<file path="src/rtl/prog_loader.sv">
// rtl/prog_loader.sv - byte-stream loader for the instruction RAM: MAGIC, COUNT, LE words, XOR checksum.
module prog_loader #(
  parameter int         ADDR_WIDTH = 8,
  parameter int         DATA_WIDTH = 32,
  parameter logic [7:0] MAGIC      = 8'hA5
) (
  input  logic                  clk,
  input  logic                  resetn,
  input  logic [7:0]            rx_data,
  input  logic                  rx_valid,
  output logic                  rx_ready,
  output logic                  mem_we,
  output logic [ADDR_WIDTH-1:0] mem_addr,
  output logic [DATA_WIDTH-1:0] mem_wdata,
  output logic                  cpu_reset,
  output logic                  busy,
  output logic                  load_done,
  output logic                  load_error
);

  localparam int BYTES = DATA_WIDTH / 8;
  localparam int IDX_W = (BYTES > 1) ? $clog2(BYTES) : 1;
  localparam int REM_W = ADDR_WIDTH + 1;
  localparam logic [IDX_W-1:0] LAST_IDX = IDX_W'(BYTES - 1);

  typedef enum logic [2:0] {S_IDLE, S_COUNT, S_DATA, S_WRITE, S_CSUM} state_t;

  state_t                  state;
  state_t                  state_nxt;
  logic                    take;
  logic [IDX_W-1:0]        idx;
  logic [REM_W-1:0]        remaining;
  logic [7:0]              checksum;
  logic [DATA_WIDTH-1:0]   word_buf;
  logic [DATA_WIDTH-1:0]   word_nxt;

  assign take = rx_valid & rx_ready;

  always_ff @(posedge clk or negedge resetn) begin
    if (!resetn) state <= S_IDLE;
    else         state <= state_nxt;
  end

  always_comb begin
    state_nxt = state;
    case (state)
      S_IDLE:  if (take && rx_data == MAGIC) state_nxt = S_COUNT;
      S_COUNT: if (take) state_nxt = S_DATA;
      S_DATA:  if (take && idx == LAST_IDX) state_nxt = S_WRITE;
      S_WRITE: state_nxt = (remaining == REM_W'(1)) ? S_CSUM : S_DATA;
      S_CSUM:  if (take) state_nxt = S_IDLE;
      default: state_nxt = S_IDLE;
    endcase
  end

  // Pure state decodes: rx_ready must not depend on rx_valid.
  always_comb begin
    rx_ready = (state != S_WRITE);
    mem_we   = (state == S_WRITE);
    busy     = (state != S_IDLE);
  end

  always_comb begin
    word_nxt = word_buf;
    word_nxt[{idx, 3'b000} +: 8] = rx_data;
  end

  always_ff @(posedge clk or negedge resetn) begin
    if (!resetn) begin
      idx        <= '0;
      remaining  <= '0;
      checksum   <= '0;
      word_buf   <= '0;
      mem_addr   <= '0;
      mem_wdata  <= '0;
      cpu_reset  <= 1'b0;
      load_done  <= 1'b0;
      load_error <= 1'b0;
    end else begin
      case (state)
        S_IDLE: begin
          if (take && rx_data == MAGIC) begin
            cpu_reset  <= 1'b1;
            load_done  <= 1'b0;
            load_error <= 1'b0;
            checksum   <= '0;
          end
        end
        S_COUNT: begin
          if (take) begin
            // A count of zero means a full memory image.
            remaining <= (rx_data == 8'd0) ? (REM_W'(1) << ADDR_WIDTH) : REM_W'(rx_data);
            mem_addr  <= '0;
            idx       <= '0;
          end
        end
        S_DATA: begin
          if (take) begin
            checksum <= checksum ^ rx_data;
            word_buf <= word_nxt;
            if (idx == LAST_IDX) begin
              idx       <= '0;
              mem_wdata <= word_nxt;
            end else begin
              idx <= idx + 1'b1;
            end
          end
        end
        S_WRITE: begin
          mem_addr  <= mem_addr + 1'b1;
          remaining <= remaining - 1'b1;
        end
        S_CSUM: begin
          if (take) begin
            if (rx_data == checksum) begin
              load_done <= 1'b1;
              cpu_reset <= 1'b0;
            end else begin
              load_error <= 1'b1;
            end
          end
        end
        default: ;
      endcase
    end
  end

endmodule
</file>
<file path="config.mk">
export PLATFORM = sky130hd
export DESIGN_NAME = prog_loader
export DESIGN_NICKNAME = d
export VERILOG_FILES = /design/src/rtl/prog_loader.sv
export SDC_FILE = /design/constraint.sdc
export NUM_CORES = 1
export LEC_CHECK = 0
export ABC_AREA = 1
export CAP_MARGIN = 20
export CORE_ASPECT_RATIO = 1.2
export CORE_MARGIN = 2
export CORE_UTILIZATION = 45
export CTS_CLUSTER_SIZE = 16
export DETAILED_ROUTE_END_ITERATION = 12
export PLACE_DENSITY = 0.65
export REMOVE_ABC_BUFFERS = 1
export SLEW_MARGIN = 10
export SYNTH_ARGS = -nofsm -noshare
export SYNTH_HDL_FRONTEND = slang
export SYNTH_SLANG_ARGS = --single-unit
</file>
<file path="constraint.sdc">
create_clock -name clk -period 2.1 [get_ports clk]
set_input_delay 0.525 -clock clk [delete_from_list [all_inputs] [get_ports clk]]
set_output_delay 0.525 -clock clk [all_outputs]
set_load 0.1 [all_outputs]
</file>
* Word level (Yosys, flattened, before mapping)
Cells that the tools add are included.
Cells by class: add/sub/neg operators 4, muxes and demuxes 30, bitwise operators 2, shifts and indexed selects 2, equality and inequality tests 16, reduce and logical (&&, ||, !) cells 17
Operators with widths (count):
- $bwmux W32 | 1
- $pmux W8 S2 | 2
- $shift A8 B7 Y32 const A | 1
- $shiftx A8 B7 Y32 | 1
- $mux W8 | 3
- $mux W9 | 2
- $pmux W9 S2 | 1
- $mux W3 | 5
- $pmux W3 S5 | 1
- $ne A2 B2 Y1 const B | 7
- $reduce_and A4 Y1 | 3
- $eq A9 B1 Y1 const B | 1
- $reduce_and A3 Y1 | 3
- $sub A9 B1 Y9 const B | 1
- $add A8 B1 Y8 const B | 1
- $eq A8 B8 Y1 | 1
- $eq A8 B8 Y1 const B | 1
- $logic_not A8 Y1 | 1
- $mux W1 | 8
- $reduce_bool A2 Y1 | 4
- $xor A8 B8 Y8 | 1
- $neg A5 Y7 | 1
- $eq A3 B2 Y1 const B | 2
- $mux W2 | 3
- other kinds (12) | 16
Word-level totals: logic and storage cells 81, register bits after elaboration 97, input port bits 11, output and inout bits 46

* Depth between registers and ports, before layout
word-level depth 5, depth in mapped cells 10, gate-level depth less buffers 10

* Worst setup path after synthesis
OpenSTA, ideal clock, no wires.
path kind register to register, start point register mem_addr[0], end point register mem_addr[6], library setup time 165 ps, path buffers 0, cell stages (with the launch flop) 9, data arrival time 1869 ps, setup slack 66 ps, period minus slack after synthesis 2034 ps, required time 1935 ps, path through dfrtp_1 -> ha_1 -> nand2_1 -> inv_1 -> nand2_1 -> nor2_1 -> nand3_1 -> nand3_1 -> o21ai_0
Between the ends: longest elaborated chain between the ends 2
RTL lines:
- from (decl) | line 13 | output logic [ADDR_WIDTH-1:0] mem_addr,
- from (signal assigned) | line 110 | mem_addr <= mem_addr + 1'b1;
- $add A8 B1 Y8 | line 110
- $pmux W8 S2 | line 80 | case (state)
No other way between the ends. A chain may end at the register's enable or synchronous reset.

* Worst setup path in the final report
start point register state[1], end point output mem_we
Between the ends: longest elaborated chain between the ends 1
RTL lines:
- from (decl) | line 28 | state_t state;
- from (signal assigned) | line 41 | else state <= state_nxt;
- $eq A3 B2 Y1 | line 59 | mem_we = (state == S_WRITE);
- to (decl) | line 12 | output logic mem_we,
No other way between the ends.

==> impl_table.tex <==
\begin{tabular}{lr}
\hline
Metric & Value \\
\hline
\multicolumn{2}{l}{\textbf{Timing}} \\
Max Slew Vio Count & 0 \\
Maximum clock frequency & 505 MHz \\
Fraction of the cycle the final worst path needs & 94.3\% \\
Final hold violations & 0 \\
Clock Skews & 5.46 ps \\
Total of endpoints with negative setup slack in the final report & 0 \\
Min Hold Slack & 105 ps \\
Unrepaired setup endpoints after global routing & no \\
Slew headroom & 66.5\% \\
Fin crit period & 1980 ps \\
Worst slew pin tran & 503 ps \\
\multicolumn{2}{l}{\textbf{Drt}} \\
Routed length on met3 & 569 µm \\
WL met2 & 5880 µm \\
Initial detailed-routing violation count & 257 \\
Routed wire length & 11700 µm \\
Number of nets with antenna violations after detailed routing & 0 \\
Vias per Instance & 5.43 \\
WL met1 & 4990 µm \\
Final routed DRC violation total & 0 \\
Count of vias placed by the detailed router & 4129 \\
First-pass iteration count of the detailed router & 4 \\
Highest metal layer used by the detailed router & met4 \\
Wire length per cell & 15.4 µm \\
\multicolumn{2}{l}{\textbf{Cells and area}} \\
Total inserted antenna cells & 0 \\
Most frequent cells in the layout & 118 x nand2\_1, 96 x dfrtp\_1, 76 x inv\_1, 68 x buf\_4, 52 x o21ai\_0 \\
Post-Route Utilization & 57.1\% \\
Count of non-filler cells in the finished layout & 760 \\
Final net count & 646 \\
Filler Cell Count & 976 \\
Most frequent standard cell in the layout excluding fill and tap cells & nand2\_1 \\
Layout cell share with drive strength beyond 1 & 21.1\% \\
Final design area excluding fillers & 0.00598 mm² \\
Relative area change from synthesis to final layout & 24.2\% \\
\multicolumn{2}{l}{\textbf{Critical path}} \\
Arrival time of data at the critical path endpoint & 1460 ps \\
Reg2reg path depth & 6 \\
Required time at the worst-slack endpoint & 1570 ps \\
FF-to-FF setup slack & 250 ps \\
Type of the worst setup path & reg2out \\
RR Endpoint & word\_buf[20] \\
Crit path capture type & output port \\
Worst R2R Start & idx[1] \\
Startpoint type of the worst setup path & flop \\
Largest fanout on the critical path & 14 \\
\multicolumn{2}{l}{\textbf{Yosys}} \\
Number of library cell types mapped by synthesis & 34 \\
Synth area leaders & dfrtp\_1 50\%, nand2\_1 9.2\%, inv\_1 6.0\%, o21ai\_0 5.4\%, mux2\_2 5.4\% \\
Sequential area share after synthesis & 50.4\% \\
Flip-flop and latch count after synthesis & 97 \\
Count of synthesis-stage warnings from yosys & 0 \\
Library cell occupying the most area in the post-synthesis netlist & dfrtp\_1 \\
Post-synthesis average cell area & 8.77 µm² \\
Synthesized instance count & 549 \\
Post-Synthesis Cell Area & 0.00481 mm² \\
Area share of the largest cell type after synthesis & 50.4\% \\
\multicolumn{2}{l}{\textbf{Clocking}} \\
Later-pin clock latency in the skew report & 340 ps \\
Clock-pin slew of the registers on the worst-case setup and hold paths & 70 ps \\
Cell chosen for the clock root & clkbuf\_16 \\
Clock tree from TritonCTS & yes \\
Max clock buf depth & 2 \\
H-tree Lvls & 3 \\
Number of buffers created by CTS & 9 \\
\# hold bufs at CTS & 0 \\
Clock sink count & 97 \\
\multicolumn{2}{l}{\textbf{Global routing}} \\
Antenna violations before repair & 0 \\
First-pass GRT wire length & 19500 µm \\
Number of global-route vias before repair & 4079 \\
GRT overflow & 0 \\
Overall routing resource usage & 21.2\% \\
Maximum number of pins on one net before global-route repair & 45 \\
\multicolumn{2}{l}{\textbf{Die}} \\
Width of the chip & 98.4 µm \\
Ports placed on the boundary & 57 \\
Die span in y & 117 µm \\
\# rows & 41 \\
Initial Util & 46.0\% \\
Area enclosed by the die boundary & 0.0115 mm² \\
Floorplan core area & 0.0105 mm² \\
\multicolumn{2}{l}{\textbf{Pwr}} \\
Pwr Total & 9.99 mW \\
Ratio of total power to cell area & 1670 mW/mm² \\
Pleak & 2.88 nW \\
Max rail drop VDD & 952 µV \\
\multicolumn{2}{l}{\textbf{Placed design}} \\
RePlAce Congestion & 0.851 \\
Post-Place Cells & 741 \\
Standard cell area after detailed placement & 0.00564 mm² \\
Placed wire-length estimate after detailed placement & 8180 µm \\
Count of buffers inserted at the top-level ports & 56 \\
\multicolumn{2}{l}{\textbf{Run status}} \\
Status & complete, no violations \\
\multicolumn{2}{l}{\textbf{Run}} \\
Count of max-cap constraint violations & 0 \\
\multicolumn{2}{l}{\textbf{Hold path}} \\
Kind of path behind the tightest hold check & in2async \\
\hline
\end{tabular}
-- sequential cells by signal, indices dropped and copies added, names as in the netlist --
register	flops
checksum	8
cpu_reset	1
idx	2
load_done	1
load_error	1
mem_addr	8
mem_wdata	32
remaining	9
state	3
word_buf	32
-- final cells by class --
cell class	count	area, µm²	area share [%]
Sequential cell	97	2430	40.6
Multi-Input combinational cell	349	1940	32.4
Timing Repair Buffer	89	841	14.1
Inverter	80	304	5.09
Clock buffer	12	256	4.29
Tap cell	129	161	2.70
Clock inverter	4	51.3	0.858
-- worst max-delay path: stages, from the launching register on --
cell	delay, ps
dfrtp_2	430
nand2_1	80
nor2_2	150
buf_4	250
buf_12	200
-- metal layers --
layer,GRT usage (%),vias up
met2,36.2,114
met3,4.16,24
li1,-,2003
met4,9.68,0
met1,26.4,1988
met5,0,-
-- metrics by stage --
step / TNS [ps] / setup WS (ps)
final: 0 / 120
after global routing: 0 / 26.5
after CTS: 0 / 27.9
after detailed placement: -16.2 / -14.8
after global placement: 0 / 3.63
after floorplan: -21040 / -1270
-- kinds of logic after synthesis --
group | count (synthesis) | synth area share, %
buf+inv | 103 | 9.46
flops | 97 | 50.4
fa+ha+maj | 9 | 2.34
simple gates | 200 | 18.0
xor+xnor | 1 | 0.182
compound gates | 115 | 14.0
mux | 24 | 5.61
-- what timing repair did --
| action | 4_1_cts | 5_1_grt |
|---|---|---|
| setup endpoints to repair | 0 | 3 |
| buffers inserted | 0 | 3 |
| resized for setup | 0 | 4 |
-- cells in the mapped netlist --
cell type / instances
xor2_1: 1
nor3_1: 4
buf_2: 7
nand2_1: 118
o21ai_0: 52
nor2_1: 23
ha_1: 9
buf_1: 3
inv_2: 3
o22ai_1: 17
nand2_2: 3
a22o_1: 1
o32ai_1: 8
nand3_1: 27
clkbuf_1: 3
o21ai_1: 20
o31ai_1: 3
a21oi_1: 2
o211ai_1: 6
nor2_4: 1
buf_6: 6
or2_1: 1
inv_1: 77
mux2_1: 1
a31oi_1: 1
mux2_2: 23
nor2_2: 2
or2_2: 1
nand4_1: 20
a21boi_2: 1
dfrtp_1: 97
a22oi_1: 1
o221ai_1: 3
buf_4: 4
-- where the power goes --
group	leakage (nW)	total [mW]	switching, mW	internal [mW]
registers	1.29	2.94	0.366	2.57
clock network	0.149	1.70	0.712	0.989
logic	1.45	5.35	3.86	1.49
-- worst max-delay path by stage --
stage | cells after the start | startpoint | slack [ps] | to
after floorplan | 7 | state[1] | -1270 | mem_addr[2]
after global routing | 4 | state[1] | 30 | mem_we
after CTS | 4 | state[1] | 30 | rx_ready
after detailed placement | 9 | rx_data[5] | -10 | checksum[3]
after global placement | 10 | rx_data[2] | 4 | load_done
final | 4 | state[1] | 120 | mem_we
Note: power is estimated with default switching activity, not from simulation.
